**config.mk**
```make
export PLATFORM = sky130hd
export DESIGN_NAME = control_unit
export DESIGN_NICKNAME = d
export VERILOG_FILES = /design/src/rtl/control_unit.sv
export SDC_FILE = /design/constraint.sdc
export NUM_CORES = 1
export LEC_CHECK = 0
export BUFFER_PORTS_ARGS = -buffer_cell sky130_fd_sc_hd__buf_4
export CORE_AREA = 2 2 47 44
export DETAILED_ROUTE_END_ITERATION = 10
export DIE_AREA = 0 0 49 46
export PLACE_DENSITY = 0.8
export SYNTH_ARGS = -nofsm -noshare
export SYNTH_HDL_FRONTEND = slang
export SYNTH_SLANG_ARGS = --single-unit
```
**constraint.sdc**
```tcl
create_clock -name clock -period 1.35 [get_ports clock]
set_input_delay 0 -clock clock [delete_from_list [all_inputs] [get_ports clock]]
set_output_delay 0 -clock clock [all_outputs]
set_load 0.03 [all_outputs]
```
**src/rtl/control_unit.sv**
```systemverilog
// Multicycle datapath control FSM: fetch, decode, then per-class execute/memory/write-back.
// Every datapath control is a Moore output; the current and next state are exported for debug.
module control_unit (
    input  logic        clock,
    input  logic        reset,
    input  logic [31:0] instruction,
    output logic        PCWrite,
    output logic        PCWriteCond,
    output logic        IorD,
    output logic        MemRead,
    output logic        MemWrite,
    output logic        IRWrite,
    output logic        MemtoReg,
    output logic        PCSource1,
    output logic        PCSource0,
    output logic        ALUOp1,
    output logic        ALUOp0,
    output logic        ALUSrcB1,
    output logic        ALUSrcB0,
    output logic        ALUSrcBA,
    output logic        RegWrite,
    output logic        RegDst,
    output logic        curS3,
    output logic        curS2,
    output logic        curS1,
    output logic        curS0,
    output logic        curN3,
    output logic        curN2,
    output logic        curN1,
    output logic        curN0
);

    typedef enum logic [3:0] {
        S_FETCH   = 4'd0,
        S_DECODE  = 4'd1,
        S_MEMADDR = 4'd2,
        S_MEMRD   = 4'd3,
        S_MEMWB   = 4'd4,
        S_MEMWR   = 4'd5,
        S_EXEC    = 4'd6,
        S_RWB     = 4'd7,
        S_BRANCH  = 4'd8,
        S_JUMP    = 4'd9
    } state_t;

    localparam logic [5:0] OP_RTYPE = 6'b000000;
    localparam logic [5:0] OP_LW    = 6'b100011;
    localparam logic [5:0] OP_SW    = 6'b101011;
    localparam logic [5:0] OP_BEQ   = 6'b000100;
    localparam logic [5:0] OP_J     = 6'b000010;

    state_t      state_q;
    state_t      state_d;
    logic [15:0] ctrl;
    logic [5:0]  opcode;
    logic        unused_instr_bits;

    assign opcode            = instruction[5:0];
    assign unused_instr_bits = ^instruction[31:6];

    always_ff @(posedge clock or posedge reset) begin
        if (reset) begin
            state_q <= S_FETCH;
        end else begin
            state_q <= state_d;
        end
    end

    // The opcode only steers Decode and MemAddr; every other state ignores it.
    always_comb begin
        state_d = S_FETCH;
        case (state_q)
            S_FETCH:  state_d = S_DECODE;
            S_DECODE: begin
                if (opcode == OP_LW || opcode == OP_SW) state_d = S_MEMADDR;
                else if (opcode == OP_RTYPE)            state_d = S_EXEC;
                else if (opcode == OP_BEQ)              state_d = S_BRANCH;
                else if (opcode == OP_J)                state_d = S_JUMP;
                else                                    state_d = S_FETCH;
            end
            S_MEMADDR: begin
                if (opcode == OP_LW)      state_d = S_MEMRD;
                else if (opcode == OP_SW) state_d = S_MEMWR;
                else                      state_d = S_FETCH;
            end
            S_MEMRD:  state_d = S_MEMWB;
            S_EXEC:   state_d = S_RWB;
            default:  state_d = S_FETCH;
        endcase
    end

    // Bit order: PCWrite, PCWriteCond, IorD, MemRead, MemWrite, IRWrite, MemtoReg,
    // PCSource[1:0], ALUOp[1:0], ALUSrcB[1:0], ALUSrcBA, RegWrite, RegDst.
    always_comb begin
        ctrl = 16'b0;
        case (state_q)
            S_FETCH:   ctrl = 16'b1001010000001000;
            S_DECODE:  ctrl = 16'b0000000000011000;
            S_MEMADDR: ctrl = 16'b0000000000010100;
            S_MEMRD:   ctrl = 16'b0011000000000000;
            S_MEMWB:   ctrl = 16'b0000001000000010;
            S_MEMWR:   ctrl = 16'b0010100000000000;
            S_EXEC:    ctrl = 16'b0000000001000100;
            S_RWB:     ctrl = 16'b0000000000000011;
            S_BRANCH:  ctrl = 16'b0100000010100100;
            S_JUMP:    ctrl = 16'b1000000100000000;
            default:   ctrl = 16'b0;
        endcase
    end

    assign {PCWrite, PCWriteCond, IorD, MemRead, MemWrite, IRWrite, MemtoReg,
            PCSource1, PCSource0, ALUOp1, ALUOp0, ALUSrcB1, ALUSrcB0,
            ALUSrcBA, RegWrite, RegDst} = ctrl;

    assign {curS3, curS2, curS1, curS0} = state_q;
    assign {curN3, curN2, curN1, curN0} = state_d;

endmodule

```
==> impl_metrics.json, run 1 <==
{
  "viasPerCell": 4.59,
  "arrival_ns": 1.63,
  "ys_warn_count": 0,
  "leakage_nw": 0.496,
  "die_h_microns": 46,
  "place_hpwl_microns": 1200,
  "io-pin-count": 58,
  "synth_top_family_by_area": "simple AND/OR/NAND/NOR gates",
  "std_cell_rows": 15,
  "syn-instance-count": 55,
  "setup_viol_count_final": 14,
  "peakVddDrop_v": 0.000544,
  "grt_pass1_wl_microns": 2660,
  "vias": 597,
  "clk_pin_slew_ns": 0.04,
  "overflow": 0,
  "hold_class": "in -> reg",
  "grt_usage_pct": 15.4,
  "startpoint_type": "flop",
  "reg_top3": "state_q (4)",
  "worst_slew_pin_slew_ns": 0.312,
  "synth_area_sq_um": 483,
  "largest_reg_flops": 4,
  "wl_per_cell_microns": 13.8,
  "maxSlewViolCount": 0,
  "finalCritPeriodShare_pct": 120,
  "ys_ff_latch": 4,
  "antenna_found_initial": 0,
  "utilization_pct": 59.5,
  "cpMaxStageDelayCell": "dfrtp_2",
  "maxCapViolations": 0,
  "synth.distinct_cells": 28,
  "avgSynthCellArea_sq_um": 8.78,
  "whs_ns": 0.0470,
  "dr.first_iter.drc_count": 8,
  "p_per_area_nw_per_um2": 1230,
  "root_buffer": "clkbuf_4",
  "finClkSkew_ns": 0.00699,
  "crit_type": "reg -> out",
  "final_cells": 130,
  "cts_buffer_depth": 2,
  "synthTopCellsByArea": "dfrtp_1 (21%), ha_1 (10%), and2_1 (7.8%)",
  "synthArstFlopShare_pct": 100,
  "area_growth_pct": 124,
  "yosys_most_used_dff": "dfrtp_1",
  "place_inst": 114,
  "cts_tree": "built",
  "place.gp.congestion": 0.827,
  "synth.area.mux_share_pct": 7.25,
  "grt_pass1_vias": 565,
  "drt_first_pass_iters": 2,
  "route.detailed.drc": 0,
  "syn_nets": 93,
  "fmax_ghz": 0.615,
  "worst_ep_required_time_ns": 1.35,
  "synthAdderAreaFrac_pct": 10.4,
  "core_area_sq_um": 1820,
  "fin_tns_setup_ns": -1.94,
  "fillers": 151,
  "yosys.area_share.simple_pct": 34.7,
  "yosysSeqAreaShare_pct": 20.7,
  "n_antenna_cell": 0,
  "cts_made_buffers": 3,
  "die_x_microns": 49,
  "rsz0062_at_grt": "true",
  "worstPathMaxFanout": 3,
  "synth-edff-count": 0,
  "end_kind": "output port",
  "yosysTopAreaCell": "dfrtp_1",
  "start_util_pct": 26.5,
  "final_nets": 145,
  "drive_gt1_share_pct": 78.1,
  "relSlewSlack_pct": 79.2,
  "cts_num_sinks": 4,
  "setup_slack_ns": -0.276,
  "dieArea_sq_um": 2250,
  "routed_wirelength_microns": 1790,
  "htree_levels": 1,
  "synth_compound_area_share_pct": 13.5,
  "failed_checks": "negative setup slack",
  "place.port_buffers": 31,
  "drtAntennaViolNets": 0,
  "synth-xor-area-share_pct": 1.81,
  "clk_latency_ns": 0.24,
  "fin_crit_ns": 1.63,
  "status": "finished with violations",
  "largest_register": "state_q",
  "synth_top_area_share_pct": 20.7,
  "crit_chain": "inv_2, ha_2, mux2_4, a41oi_2, o32ai_4, buf_6",
  "grt_max_degree": 8,
  "cpPeakStageDelay_ns": 0.40,
  "hold_violations": 0
}
## layout make-up
class,count,area (sq um),share of cell area [%]
Timing Repair Buffer,51,442,40.8
Sequential cell,4,105,9.70
Multi-Input combinational cell,41,460,42.5
Tap cell,25,31.3,2.89
Inverter,6,22.5,2.08
Clock buffer,3,22.5,2.08
## cells in the final DEF (no fill, tap or decap), types with 2 or more instances in the layout
cell type / n
nor3b_4: 2
and2_1: 4
nand2_1: 2
nor2_1: 3
clkbuf_4: 3
and2_4: 2
ha_4: 2
inv_1: 4
ha_2: 2
dfrtp_2: 4
inv_2: 2
nand3_1: 2
buf_6: 15
buf_4: 35
## cells by family (layout without fill, tap and decap cells)
group,after synthesis,in the layout
and+or+nand+nor,27,27
buffers and inverters,10,60
AOI/OAI and AO/OA,6,6
adders and majority gates,4,4
DFF,4,4
muxes,3,3
xor gates and xnor gates,1,1
## final timing paths
path | cells past startpoint | to | start | slack, ns
min in group asynchronous | 3 | state_q[3]$_DFF_PP0_ | reset | 0.22
hold reg to reg | 3 | state_q[3]$_DFF_PP0_ | state_q[3]$_DFF_PP0_ | 0.79
hold / removal | 2 | state_q[0]$_DFF_PP0_ | instruction[2] | 0.05
setup reg to reg | 6 | state_q[1]$_DFF_PP0_ | state_q[0]$_DFF_PP0_ | -0.08
setup / recovery | 6 | curN0 | state_q[1]$_DFF_PP0_ | -0.28
max in group asynchronous | 3 | state_q[0]$_DFF_PP0_ | reset | 0.96
## synth_stat cells (2+ instances only)
cell     instances
and2_1           6
buf_4            3
dfrtp_1          4
ha_1             4
inv_1            6
mux2i_1          2
nand2_1          3
nand3_1          2
nor2_1           4
nor3_1           2
nor3b_1          2
## metal layers
layer | routed length [microns] | part of all wire, % | up-vias | global-route usage [%]
li1 | - | - | 292 | -
met1 | 691 | 39 | 287 | 16.9
met2 | 1050 | 58 | 18 | 32.1
met3 | 54 | 3.0 | 0 | 1.97
met4 | 0 | 0 | 0 | 3.43
met5 | 0 | 0 | - | 0
## power by group
part | internal (mW) | leakage, nW | switching [mW] | total [mW]
clock | 0.0997 | 0.0138 | 0.0521 | 0.152
sequential | 0.143 | 0.0475 | 0.0188 | 0.161
combinational | 0.480 | 0.435 | 0.542 | 1.02
## through the flow
step | power, mW | setup slack, ns | cell area, sq um
global placement | 1.04 | -0.0419 | 870
finish | 1.34 | -0.276 | 1080
detailed placement | 1.06 | -0.0988 | 870
CTS | 1.30 | -0.284 | 1010
global route | 1.42 | -0.364 | 1080
floorplan | 0.756 | -0.194 | 591
## worst max-delay path: cells and delay by family (launching register included)
kind	cells	cell delay (ns)
flops	1	0.40
compound gates	2	0.33
mux	1	0.28
buf+inv	2	0.21
fa+ha+maj	1	0.18
## repair_timing
item | 4_1_cts | 5_1_grt
setup buffers | 5 | 7
gates resized for setup | 18 | 5
pin swaps | 5 | 1
endpoints found under the setup margin | 14 | 21
hold buffers | 1 | 0
hold endpoints to repair | 4 | 0
Power figures use the tool's default switching activity.
==> inputs of run 2 (changes only) <==
--- a/config.mk
+++ b/config.mk
@@ -6,10 +6,10 @@
 export NUM_CORES = 1
 export LEC_CHECK = 0
 export BUFFER_PORTS_ARGS = -buffer_cell sky130_fd_sc_hd__buf_4
-export CORE_AREA = 2 2 47 44
+export CORE_AREA = 2 2 44 46
 export DETAILED_ROUTE_END_ITERATION = 10
-export DIE_AREA = 0 0 49 46
-export PLACE_DENSITY = 0.8
+export DIE_AREA = 0 0 46 48
+export PLACE_DENSITY = 0.81
 export SYNTH_ARGS = -nofsm -noshare
 export SYNTH_HDL_FRONTEND = slang
 export SYNTH_SLANG_ARGS = --single-unit
==> run 2 against run 1 <==
Against the previous run: the flow still finishes with violations (negative setup slack); register-to-register slack gained 0.07 ns; highest routed layer is now met4; final area shrank 8.1%; worst setup slack gained 0.017 ns.
==> impl_metrics.json, run 2 (synthesized netlist as in run 1, its figures left out) <==
{
  "area_growth_pct": 106,
  "drive_gt1_share_pct": 76.0,
  "pwr-share-seq_pct": 13.0,
  "largest_reg_flops": 4,
  "largest_register": "state_q",
  "final_cell_mix": "buf_4 (30), buf_6 (11), and2_1 (5)",
  "route.detailed.drc": 0,
  "final_nets": 136,
  "crit_type": "reg -> out",
  "setup_viol_count_final": 12,
  "fin_area_sq_um": 996,
  "critPathBufInv": 2,
  "maxSlewViolCount": 0,
  "place_hpwl_microns": 1270,
  "grt_pass1_vias": 523,
  "r2r_end": "state_q[0]$_DFF_PP0_",
  "rsz0062_at_grt": "true",
  "whs_endpoint": "state_q[0]$_DFF_PP0_",
  "p_int_mw": 0.681,
  "worstPathMaxFanout": 4,
  "layout_commonest_cell": "buf_4",
  "reg2reg_from": "state_q[1]$_DFF_PP0_",
  "routed_wirelength_microns": 1620,
  "p_sw_mw": 0.590,
  "clk_pin_slew_ns": 0.03,
  "die_h_microns": 48,
  "cts_made_buffers": 3,
  "n_antenna_cell": 0,
  "cts_tree": "built",
  "top_usage_layer": "met2",
  "finalPower_mw": 1.27,
  "min_from": "instruction[2]",
  "drtAntennaViolNets": 0,
  "fin_crit_ns": 1.61,
  "status": "finished with violations",
  "dr.first_iter.drc_count": 8,
  "reg_top3": "state_q (4)",
  "startpoint_type": "flop",
  "std_cell_rows": 15,
  "clkPwrFrac_pct": 11.2,
  "drt_first_pass_iters": 3,
  "relSlewSlack_pct": 74.8,
  "failed_checks": "negative setup slack",
  "cts_buffer_depth": 2,
  "cts_num_sinks": 4,
  "finClkSkew_ns": 0.00147,
  "p_per_area_nw_per_um2": 1280,
  "peakVddDrop_v": 0.000753,
  "hold_class": "in -> reg",
  "dp_slack_ns": -0.0528,
  "placed_area_sq_um": 867,
  "htree_levels": 1,
  "utilization_pct": 59.0,
  "leakage_nw": 0.457,
  "finalCritPeriodShare_pct": 119,
  "wl_per_cell_microns": 14.3,
  "ff2ff_path_depth": 5,
  "grt_pass1_wl_microns": 2300,
  "vias": 573,
  "power.share.combinational_pct": 75.7,
  "setup_slack_ns": -0.258,
  "grtUsageMet1_pct": 15.7,
  "end_kind": "output port",
  "use_met3_pct": 1.51,
  "use_met2_pct": 27.8,
  "fmax_ghz": 0.622,
  "clk_latency_ns": 0.23,
  "io-pin-count": 58,
  "critPathTopFamily": "flip-flops",
  "cpMaxStageDelayCell": "dfrtp_2",
  "place.port_buffers": 31,
  "place.gp.congestion": 0.805,
  "switching_share_pct": 46.4,
  "viasPerCell": 5.07,
  "hold_path_depth": 2,
  "worst_ep_required_time_ns": 1.35,
  "cpPeakStageDelay_ns": 0.41,
  "grt_usage_pct": 14.8,
  "overflow": 0,
  "die_x_microns": 46,
  "start_util_pct": 28.6,
  "grt_max_degree": 8,
  "antenna_found_initial": 0,
  "r2r_slack_ns": -0.01,
  "crit_chain": "inv_2, ha_4, and4_1, nand4b_1, a32oi_4, buf_6",
  "core_area_sq_um": 1690,
  "root_buffer": "clkbuf_4",
  "worst_slew_pin_slew_ns": 0.375,
  "dieArea_sq_um": 2210,
  "arrival_ns": 1.61,
  "hold_violations": 0,
  "maxCapViolations": 0
}
-- run 2: cell types whose count changed in the layout (fill, tap and decap cells not counted) --
cell / change
buf_4: -5
buf_6: -4
and2_1: +1
and2_4: -1
ha_1: +1
ha_2: -1
inv_1: -1
inv_2: +1
nand2_2: -1
nand2_4: +1
nand3_1: -1
nand3_2: +1
-- run 2: area by class of cell --
| cell class | count | area, sq um |
|---|---|---|
| fillers | 156 | 693 |
| multi-input cells | 41 | 465 |
| repair buffers | 42 | 359 |
| flip-flops and latches | 4 | 105 |
| clock buffers | 3 | 22.5 |
| inverters | 6 | 22.5 |
| well taps | 17 | 21.3 |
-- run 2: worst max-delay path by stage --
stage | start | slack, ns | endpoint | cells after the start
after global placement | state_q[0]$_DFF_PP0_ | -0.03 | curN1 | 6
after floorplan | state_q[0]$_DFF_PP0_ | -0.19 | state_q[1]$_DFF_PP0_ | 5
after global routing | state_q[0]$_DFF_PP0_ | -0.32 | curN1 | 6
final | state_q[0]$_DFF_PP0_ | -0.26 | curN1 | 6
after detailed placement | state_q[0]$_DFF_PP0_ | -0.05 | curN1 | 6
after CTS | state_q[1]$_DFF_PP0_ | -0.27 | curN0 | 6
-- run 2: routing by layer --
metal,vias to the layer above,wire length [microns]
met5,-,0
met2,32,845
met3,4,112
met1,262,620
li1,275,-
met4,0,42
-- run 2: power groups by stage --
stage | clock network (mW) | logic [mW] | registers [mW]
after floorplan | 0 | 0.554 | 0.203
after global placement | 0 | 0.876 | 0.166
after detailed placement | 0 | 0.892 | 0.166
after CTS | 0.148 | 0.938 | 0.165
after global routing | 0.150 | 1.01 | 0.167
final | 0.143 | 0.962 | 0.166
-- run 2: worst reg2reg max path, stage by stage, from the launching register on --
cell	delay [ns]
dfrtp_2	0.39
inv_2	0.05
ha_2	0.18
mux2_4	0.27
a41oi_2	0.20
o32ai_4	0.12
-- run 2: stage by stage --
stage / setup TNS, ns / hold slack [ns] / cells
after floorplan: -0.846 / -0.234 / 55
after global placement: -0.0842 / -0.108 / 107
after detailed placement: -0.148 / -0.106 / 107
after CTS: -1.56 / 0.0421 / 112
after global routing: -2.45 / 0.0464 / 113
final: -1.62 / 0.0452 / 113
-- run 2: what timing repair did --
item | in CTS | in global routing
setup buffers | 1 | 2
pin swaps | 4 | 0
hold endpoints to repair | 4 | 0
setup endpoints to repair | 14 | 18
gates resized for setup | 13 | 7
hold buffers | 1 | 0
